==> config.mk <==
export PLATFORM = sky130hd
export DESIGN_NAME = vx_commit_gather
export DESIGN_NICKNAME = d
export VERILOG_FILES = /design/src/rtl/vx_commit_gather_pkg.sv /design/src/rtl/vx_gather_buf.sv /design/src/rtl/vx_commit_gather.sv
export SDC_FILE = /design/constraint.sdc
export NUM_CORES = 1
export LEC_CHECK = 0
export BUFFER_PORTS_ARGS = -buffer_cell sky130_fd_sc_hd__buf_4
export CAP_MARGIN = 10
export CELL_PAD_IN_SITES_DETAIL_PLACEMENT = 1
export CELL_PAD_IN_SITES_GLOBAL_PLACEMENT = 2
export CORE_ASPECT_RATIO = 1.75
export CORE_MARGIN = 3
export CORE_UTILIZATION = 34
export CTS_BUF_LIST = sky130_fd_sc_hd__clkbuf_4 sky130_fd_sc_hd__clkbuf_8 sky130_fd_sc_hd__clkbuf_16
export DETAILED_ROUTE_END_ITERATION = 8
export GPL_TIMING_DRIVEN = 1
export PLACE_DENSITY_LB_ADDON = 0.1
export SLEW_MARGIN = 30
export SYNTH_ARGS = -nofsm -noshare
export SYNTH_HDL_FRONTEND = slang
export SYNTH_SLANG_ARGS = --single-unit
==> constraint.sdc <==
create_clock -name clk -period 2.8 [get_ports clk]
set_input_delay 0.28 -clock clk [delete_from_list [all_inputs] [get_ports clk]]
set_output_delay 0.28 -clock clk [all_outputs]
set_load 0.01 [all_outputs]
==> src/rtl/vx_commit_gather_pkg.sv <==
// Shared types and sizing helpers for the commit fragment gatherer.
//   state_e      : gather FSM state
//   commit_tag_t : {uuid, wid, PC, rd, wb} writeback metadata, 64 bits
//   pid_count()  : fragments per warp
//   pid_width()  : width of the fragment index (at least 1)
package vx_commit_gather_pkg;

  typedef enum logic [1:0] {
    IDLE    = 2'd0,
    COLLECT = 2'd1,
    FULL    = 2'd2
  } state_e;

  typedef struct packed {
    logic [19:0] uuid;
    logic [5:0]  wid;
    logic [31:0] pc;
    logic [4:0]  rd;
    logic        wb;
  } commit_tag_t;

  localparam int unsigned COMMIT_TAG_W = $bits(commit_tag_t);

  function automatic int unsigned pid_count(input int unsigned nt, input int unsigned nl);
    return nt / nl;
  endfunction

  function automatic int unsigned pid_width(input int unsigned nt, input int unsigned nl);
    return (nt / nl > 1) ? $clog2(nt / nl) : 1;
  endfunction

endpackage

==> src/rtl/vx_gather_buf.sv <==
// Slot-addressed register bank holding one warp of lane results and mask.
//   wr_en     : write the fragment into slot wr_pid
//   wr_clr    : also clear every mask bit outside the written slot
//   wr_data   : NUM_LANES*XLEN lane results, lane 0 in the LSBs
//   wr_tmask  : NUM_LANES lane mask
//   buf_data  : NUM_THREADS*XLEN assembled results
//   buf_tmask : NUM_THREADS assembled mask
module vx_gather_buf
  import vx_commit_gather_pkg::*;
#(
  parameter int unsigned NUM_THREADS = 4,
  parameter int unsigned NUM_LANES   = 2,
  parameter int unsigned XLEN        = 32,
  parameter int unsigned PID_WIDTH   = 1
) (
  input  logic                        clk,
  input  logic                        reset,
  input  logic                        wr_en,
  input  logic [PID_WIDTH-1:0]        wr_pid,
  input  logic                        wr_clr,
  input  logic [NUM_LANES*XLEN-1:0]   wr_data,
  input  logic [NUM_LANES-1:0]        wr_tmask,
  output logic [NUM_THREADS*XLEN-1:0] buf_data,
  output logic [NUM_THREADS-1:0]      buf_tmask
);

  localparam int unsigned PID_COUNT = pid_count(NUM_THREADS, NUM_LANES);
  localparam int unsigned FRAG_W    = NUM_LANES * XLEN;

  logic [NUM_THREADS*XLEN-1:0] data_q, data_d;
  logic [NUM_THREADS-1:0]      tmask_q, tmask_d;

  // Clear-then-write leaves only the addressed slot's mask populated on sop.
  // A pid beyond PID_COUNT matches no slot and writes nothing.
  always_comb begin
    data_d  = data_q;
    tmask_d = tmask_q;
    if (wr_en) begin
      if (wr_clr) tmask_d = '0;
      for (int unsigned p = 0; p < PID_COUNT; p++) begin
        if (wr_pid == PID_WIDTH'(p)) begin
          data_d[p*FRAG_W +: FRAG_W]        = wr_data;
          tmask_d[p*NUM_LANES +: NUM_LANES] = wr_tmask;
        end
      end
    end
  end

  always_ff @(posedge clk or negedge reset) begin
    if (!reset) begin
      data_q  <= '0;
      tmask_q <= '0;
    end else begin
      data_q  <= data_d;
      tmask_q <= tmask_d;
    end
  end

  assign buf_data  = data_q;
  assign buf_tmask = tmask_q;

endmodule

==> src/rtl/vx_commit_gather.sv <==
// Reassembles lane-serialised commit fragments into one full-warp packet.
//   in_*      : fragment stream (valid/ready, data, tmask, pid, sop, eop, tag)
//   out_*     : assembled warp (valid/ready, data, tmask, tag from sop)
//   err_seq   : one-cycle pulse after a fragment that breaks sequencing
module vx_commit_gather
  import vx_commit_gather_pkg::*;
#(
  parameter  int unsigned NUM_THREADS = 4,
  parameter  int unsigned NUM_LANES   = 2,
  parameter  int unsigned XLEN        = 32,
  parameter  int unsigned TAG_WIDTH   = 64,
  localparam int unsigned PID_WIDTH   = pid_width(NUM_THREADS, NUM_LANES)
) (
  input  logic                        clk,
  input  logic                        reset,
  input  logic                        in_valid,
  output logic                        in_ready,
  input  logic [NUM_LANES*XLEN-1:0]   in_data,
  input  logic [NUM_LANES-1:0]        in_tmask,
  input  logic [PID_WIDTH-1:0]        in_pid,
  input  logic                        in_sop,
  input  logic                        in_eop,
  input  logic [TAG_WIDTH-1:0]        in_tag,
  output logic                        out_valid,
  input  logic                        out_ready,
  output logic [NUM_THREADS*XLEN-1:0] out_data,
  output logic [NUM_THREADS-1:0]      out_tmask,
  output logic [TAG_WIDTH-1:0]        out_tag,
  output logic                        err_seq
);

  state_e                 state_q, state_d;
  logic [TAG_WIDTH-1:0]   tag_q, tag_d;
  logic                   valid_q, valid_d;
  logic                   err_q, err_d;
  logic                   accept;
  logic                   buf_we;

  // Next state, tag latch, buffer write enable and error pulse.
  always_comb begin
    state_d  = state_q;
    tag_d    = tag_q;
    err_d    = 1'b0;
    buf_we   = 1'b0;
    in_ready = 1'b0;

    unique case (state_q)
      IDLE:    in_ready = reset;
      COLLECT: in_ready = reset;
      FULL:    in_ready = reset & out_ready;
      default: in_ready = 1'b0;
    endcase
    accept = in_valid & in_ready;

    unique case (state_q)
      IDLE: begin
        if (accept) begin
          if (in_sop) begin
            buf_we  = 1'b1;
            tag_d   = in_tag;
            state_d = in_eop ? FULL : COLLECT;
          end else begin
            err_d = 1'b1;
          end
        end
      end
      COLLECT: begin
        if (accept) begin
          buf_we = 1'b1;
          if (in_sop) begin
            // Restart: a new sop discards the partial warp.
            tag_d   = in_tag;
            err_d   = 1'b1;
            state_d = in_eop ? FULL : COLLECT;
          end else begin
            if (in_tag != tag_q) err_d = 1'b1;
            if (in_eop) state_d = FULL;
          end
        end
      end
      FULL: begin
        // Any accept here coincides with the output handshake.
        if (out_ready) begin
          state_d = IDLE;
          if (accept) begin
            if (in_sop) begin
              buf_we  = 1'b1;
              tag_d   = in_tag;
              state_d = in_eop ? FULL : COLLECT;
            end else begin
              err_d = 1'b1;
            end
          end
        end
      end
      default: state_d = IDLE;
    endcase

    valid_d = (state_d == FULL);
  end

  always_ff @(posedge clk or negedge reset) begin
    if (!reset) begin
      state_q <= IDLE;
      tag_q   <= '0;
      valid_q <= 1'b0;
      err_q   <= 1'b0;
    end else begin
      state_q <= state_d;
      tag_q   <= tag_d;
      valid_q <= valid_d;
      err_q   <= err_d;
    end
  end

  vx_gather_buf #(
    .NUM_THREADS (NUM_THREADS),
    .NUM_LANES   (NUM_LANES),
    .XLEN        (XLEN),
    .PID_WIDTH   (PID_WIDTH)
  ) u_buf (
    .clk       (clk),
    .reset     (reset),
    .wr_en     (buf_we),
    .wr_pid    (in_pid),
    .wr_clr    (in_sop),
    .wr_data   (in_data),
    .wr_tmask  (in_tmask),
    .buf_data  (out_data),
    .buf_tmask (out_tmask)
  );

  assign out_valid = valid_q;
  assign out_tag   = tag_q;
  assign err_seq   = err_q;

endmodule
==> run metrics, run 1 <==
status=completed; vias in the first global route=6,581; Pre-antenna DRT Iters=4; Multi-input gate area=0.003105 mm²; post-synthesis sequential area ratio=60.40%; detailed-route wire length per cell=20.58 µm; vias per cell=4.823; CTS root buf=clkbuf_16; Critical path origin=state_q[0]$_DFF_PN0_; largest net degree at the start of global routing=133; Port Buffer Count=335; clock-pin slew on the worst setup and hold paths=0.07 ns; Fillers=2,484; Synth cell types=32; post-DP HPWL=18,920 µm; Yosys reg bits=200; post-route ant nets=0; reg2reg start=state_q[0]$_DFF_PN0_; Post-DP Area=0.01118 mm²; Final Setup Violations=0; Residual DRC=0; Die W=124.0 µm; Starting Density=34.49%; Power Density=1077 mW/mm²; most common cell after layout, fill and taps aside=buf_4; clock latency on the worst-skew pair=0.44 ns; most frequent cells in the layout=buf_4, dfrtp_1, mux2_2; Max VDD drop=0.6626 mV; # clock sinks=200; Worst slew margin=42.89%; core area=0.02402 mm²; antenna violations before repair=2; htree depth=4; Sequential Area=0.005005 mm²; WP data required=3.12 ns; die area=0.02635 mm²; initial DRC count=161; post-place setup slack=0.6271 ns; final cell count without fillers=1,215; Final Skew=0.006423 ns; Hold Crit Start=in_eop; CP arrival=2.48 ns; hold_ws=0.06469 ns; mean post-synth cell area=14.96 µm²; Final nets=1,030; Post-CTS Repair Setup Buffers=0; # rows=75; synthesis-to-layout area growth=43.39%; fraction of layout cells with a size suffix above 1=62.25%; Critical Path End Type=flop; count of final max-slew check failures=0; final cycle utilization of the critical path=76.85%; final WL=25,010 µm; minimum clock period=2.152 ns; synthesized area=0.008285 mm²; Synth Warn #=0; gr ovfl total=0; post-route setup slack=0.6482 ns; Top Ports=336; Fin. Hold Viols=0; Critical Path Fanout Max=25; routability congestion estimate=0.7815; Synth Instances=554; first-pass GRT wire length=36,870 µm; post-synth net total=691; Cells after DPL=1,181; CTS tree=yes; Pleak=5.645 nW; Setup TNS=0 ns; startpoint types=flop; RSZ-0062 raised after global routing=no; # Max-Cap Violations=0; final instance area=0.01188 mm²; Crit Path Class=reg -> reg; Vias=5,860; Worst-Margin Slew=0.8567 ns; buffers from clock root to sink, at most=2; post-CTS sizing=0; CTS Buf Count=17; Total GRT Usage=18.82%; HP Class=in -> reg; Die Y=212.5 µm; fmax=464.7 MHz
==> state kept, by name, summed over array words and instances, names as in the netlist <==
name	count
state_q	2
u_buf.buf_data	128
out_tag	64
out_valid	1
err_seq	1
u_buf.buf_tmask	4
==> cell type report <==
cell class	instances	share of cell area, %
Sequential cell	200	42.13
Inverter	14	0.4423
Clock buffer	22	4.160
Antenna cell	1	0.02106
Multi-Input combinational cell	317	26.14
Tap cell	308	3.244
Clock inverter	10	1.590
Timing Repair Buffer	343	22.27
==> synth_stat cells <==
cell type	n	share of area, %
nor4_1	9	0.68
buf_2	18	1.1
inv_1	14	0.63
mux2_2	171	23
clkbuf_1	2	0.091
nor3_2	1	0.12
or2_1	1	0.076
o2111ai_1	2	0.21
nand4_1	8	0.60
o22ai_1	4	0.30
a2111oi_0	5	0.53
nor2_1	1	0.045
nor2b_1	12	0.91
a31oi_1	1	0.076
a2bb2oi_1	1	0.11
and2_1	1	0.076
xnor2_1	16	1.7
nand2_1	11	0.50
dfrtp_1	200	60
o32ai_1	1	0.11
o21ai_0	10	0.60
or4_1	1	0.091
mux2_4	16	2.9
xor2_1	35	3.7
nand2b_1	2	0.15
nand3_1	2	0.12
nor3_1	1	0.060
buf_6	3	0.41
or3b_1	1	0.11
a221oi_1	1	0.11
o211ai_1	1	0.091
o21a_1	2	0.18
==> metrics by stage <==
stage / total power [W] / utilization [%]
after floorplan: 0.007127 / -
after global placement: 0.009940 / 46.56
after detailed placement: 0.01015 / 46.56
after CTS: 0.01303 / 49.44
after global routing: 0.01357 / 49.45
final: 0.01280 / 49.45
==> worst max-delay path: stages (launching register included) <==
cell and delay, ns:
dfrtp_1 0.47, nor2b_1 0.08, o211ai_1 0.34, or3b_4 0.50, buf_12 0.27, mux2_2 0.36
==> metal layers <==
metal | vias to the layer above | track usage (%) | wire length (µm)
li1 | 2612 | - | -
met1 | 2974 | 17.72 | 8098
met2 | 223 | 34.98 | 13870
met3 | 49 | 6.974 | 1951
met4 | 2 | 9.002 | 1068
met5 | - | 0 | 17
==> report_power, final <==
| part | switching (W) | internal, W |
|---|---|---|
| Clock | 0.00110 | 0.00171 |
| Sequential | 0.000880 | 0.00417 |
| Combinational | 0.00208 | 0.00287 |
==> timing repair <==
item	4_1_cts	5_1_grt
endpoints found under the hold margin	2	0
hold buffers	1	0
endpoints found under the setup margin	0	0
==> worst paths after layout <==
| kind | to | slack, ns | depth (start not counted) |
|---|---|---|---|
| min in group asynchronous | state_q[0]$_DFF_PN0_ | 0.22 | 2 |
| worst max-delay path | u_buf.buf_data[104]$_DFFE_PN0P_ | 0.65 | 5 |
| worst max register to register | u_buf.buf_data[104]$_DFFE_PN0P_ | 0.65 | 5 |
| max in group asynchronous | out_tag[6]$_DFFE_PN0P_ | 0.76 | 4 |
| worst min register to register | u_buf.buf_tmask[2]$_DFFE_PN0P_ | 0.51 | 2 |
| worst min-delay path | state_q[0]$_DFF_PN0_ | 0.06 | 2 |
==> logic make-up after synthesis <==
logic type                share of synthesized area, %
and+or+nand+nor                                  3.534
xor gates and xnor gates                         5.391
muxes                                            26.14
buffers and inverters                            2.220
DFF                                              60.40
AOI/OAI and AO/OA                                2.311
(Power assumes the default switching activity.)
==> run 2: changes to the inputs <==
--- a/config.mk
+++ b/config.mk
@@ -11,7 +11,7 @@
 export CELL_PAD_IN_SITES_GLOBAL_PLACEMENT = 2
 export CORE_ASPECT_RATIO = 1.75
 export CORE_MARGIN = 3
-export CORE_UTILIZATION = 34
+export CORE_UTILIZATION = 28
 export CTS_BUF_LIST = sky130_fd_sc_hd__clkbuf_4 sky130_fd_sc_hd__clkbuf_8 sky130_fd_sc_hd__clkbuf_16
 export DETAILED_ROUTE_END_ITERATION = 8
 export GPL_TIMING_DRIVEN = 1
==> constraint.sdc (replaced) <==
create_clock -name clk -period 1.9 [get_ports clk]
set_input_delay 0.19 -clock clk [delete_from_list [all_inputs] [get_ports clk]]
set_output_delay 0.19 -clock clk [all_outputs]
set_load 0.01 [all_outputs]
==> run 2 against run 1 <==
Compared with the run above: the flow now finishes with violations (negative hold slack); core utilization fell by 3.2 points; sequential share of layout area decreased by 4.7 points; first-iteration DRC count down 51%; sequential power increased by 47%; total power up 47%; combinational power is 56% higher; critical endpoint is now u_buf.buf_data[75]$_DFFE_PN0P_; largest power group is now combinational logic; highest routed layer is now met4.
==> run metrics, run 2 (synthesis gave the netlist of run 1 again) <==
fmax=538.2 MHz (+16%); Setup TNS=0 ns (unchanged); Top Ports=336 (unchanged); max reg flops=128 (unchanged); final cell count without fillers=1,430 (+18%); Die W=136.0 µm (+9.7%); antenna violations before repair=0 (-2); most frequent cells in the layout=buf_4, dfrtp_1, mux2_2; ant diodes=0 (-1); htree depth=4 (unchanged); core area=0.02893 mm² (+20%); Worst slew margin=43.96% (+1.1 points); total chip power=0.01883 W (+47%); Pre-antenna DRT Iters=4 (unchanged); Pleak=6.256 nW (+11%); # Max-Cap Violations=0 (unchanged); routability congestion estimate=0.7686 (-1.7%); status=finished with violations; CP arrival=2.18 ns (-0.30 ns); final WL=27,360 µm (+9.4%); post-DP HPWL=20,480 µm (+8.3%); R2R cell count=6 (+1); Cells after DPL=1,265 (+7.1%); hold_ws=-0.02350 ns (-0.08819 ns); gr ovfl total=0 (unchanged); reg2reg start=state_q[1]$_DFF_PN0_; Critical Path End Type=flop; Total GRT Usage=17.23% (-1.6 points); Critical Path Fanout Max=40 (+60%); CTS Buf Count=17 (unchanged); failing checks=negative hold slack; fraction of layout cells with a size suffix above 1=55.99% (-6.3 points); Starting Density=28.64% (-5.9 points); count of final max-slew check failures=0 (unchanged); startpoint types=flop; Final Setup Violations=0 (unchanged); synthesis-to-layout area growth=61.60%; die area=0.03177 mm² (+21%); Final Skew=0.009053 ns (+0.002630 ns); Max VDD drop=0.6810 mV (+2.8%); most common cell after layout, fill and taps aside=buf_4; Power Density=1407 mW/mm² (+31%); final cycle utilization of the critical path=97.79% (+21 points); WP data required=2.22 ns (-0.90 ns); Worst-Margin Slew=0.8405 ns (-0.01612 ns); first-pass GRT wire length=41,490 µm (+13%); # clock sinks=200 (unchanged); buffers from clock root to sink, at most=2 (unchanged); largest net degree at the start of global routing=142 (+6.8%); Worst R2R End=u_buf.buf_data[75]$_DFFE_PN0P_; post-route ant nets=0 (unchanged); clock latency on the worst-skew pair=0.44 ns (about the same); clock-pin slew on the worst setup and hold paths=0.07 ns (about the same); minimum clock period=1.858 ns (-0.2938 ns); CTS root buf=clkbuf_16; Vias=6,397 (+9.2%); Residual DRC=0 (unchanged); Die Y=233.6 µm (+9.9%); HP Class=in -> async; # rows=82 (+9.3%); Fin. Hold Viols=56 (+56); Port Buffer Count=335 (unchanged); vias in the first global route=7,330 (+11%); worst reg-to-reg setup slack=0.04 ns (-0.61 ns); CTS tree=yes; Crit Path Class=reg -> reg; detailed-route wire length per cell=19.13 µm (-7.0%); vias per cell=4.473 (-7.2%); Final nets=1,176 (+14%); initial DRC count=79 (-51%)
==> run 2: changes by cell type in the layout (fill, tap and decap cells not counted), moves of 3 or more <==
cell,delta
a2111oi_0,-3
buf_12,+5
buf_4,+14
bufinv_16,-3
clkbuf_8,-3
clkinv_2,+3
dlygate4sd3_1,+127
nor4_1,-4
nor4_2,+4
==> run 2: final cells by class <==
cell class,instances,area (µm²)
Fill cell,3031,15540
Sequential cell,200,5005
Timing Repair Buffer,489,4123
Multi-Input combinational cell,317,3147
Tap cell,378,473.0
Clock buffer,21,467.9
Clock inverter,11,121.4
Inverter,14,52.55
==> run 2: repair_timing <==
action | in CTS | in global routing
resized for setup | 2 | 7
pin swaps | 0 | 2
hold endpoints to repair | 229 | 1
endpoints found under the setup margin | 1 | 5
hold buffers | 127 | 1
buffers inserted | 0 | 5
==> run 2: stage by stage <==
stage                     util, %  instance area (µm²)  setup slack (ns)
after floorplan                 -                 8285           0.06735
after global placement      39.55                11440         -0.003985
after detailed placement    39.55                11440          -0.03470
after CTS                   46.02                13320           0.02102
after global routing        46.28                13390         -0.005699
final                       46.28                13390           0.04199
==> run 2: power breakdown <==
part / switching (W) / internal (W) / total, W
combinational: 0.00323 / 0.00451 / 0.00773
clock: 0.00162 / 0.00204 / 0.00366
sequential: 0.00130 / 0.00614 / 0.00743
==> run 2: how the worst max path moves through the flow <==
stage | from | endpoint | slack (ns)
final | state_q[1]$_DFF_PN0_ | u_buf.buf_data[75]$_DFFE_PN0P_ | 0.04
after global routing | out_tag[23]$_DFFE_PN0P_ | err_seq$_DFF_PN0_ | -0.006
after CTS | out_tag[63]$_DFFE_PN0P_ | err_seq$_DFF_PN0_ | 0.02
after detailed placement | out_tag[23]$_DFFE_PN0P_ | err_seq$_DFF_PN0_ | -0.03
after global placement | out_tag[23]$_DFFE_PN0P_ | err_seq$_DFF_PN0_ | -0.004
after floorplan | state_q[0]$_DFF_PN0_ | u_buf.buf_data[111]$_DFFE_PN0P_ | 0.07
==> run 2: per-layer routing <==
| metal | routed length (µm) | GRT usage [%] | up-vias |
|---|---|---|---|
| li1 | - | - | 2917 |
| met1 | 9362 | 17.40 | 3218 |
| met2 | 15400 | 32.43 | 224 |
| met3 | 1753 | 4.871 | 38 |
| met4 | 842 | 7.314 | 0 |
| met5 | 0 | 0 | - |
==> run 2: worst max-delay path, stage by stage, from the launching register on <==
cell      delay, ns
dfrtp_1        0.41
inv_1          0.11
o211ai_1       0.12
buf_4          0.16
or3b_4         0.40
buf_12         0.20
mux2_2         0.31
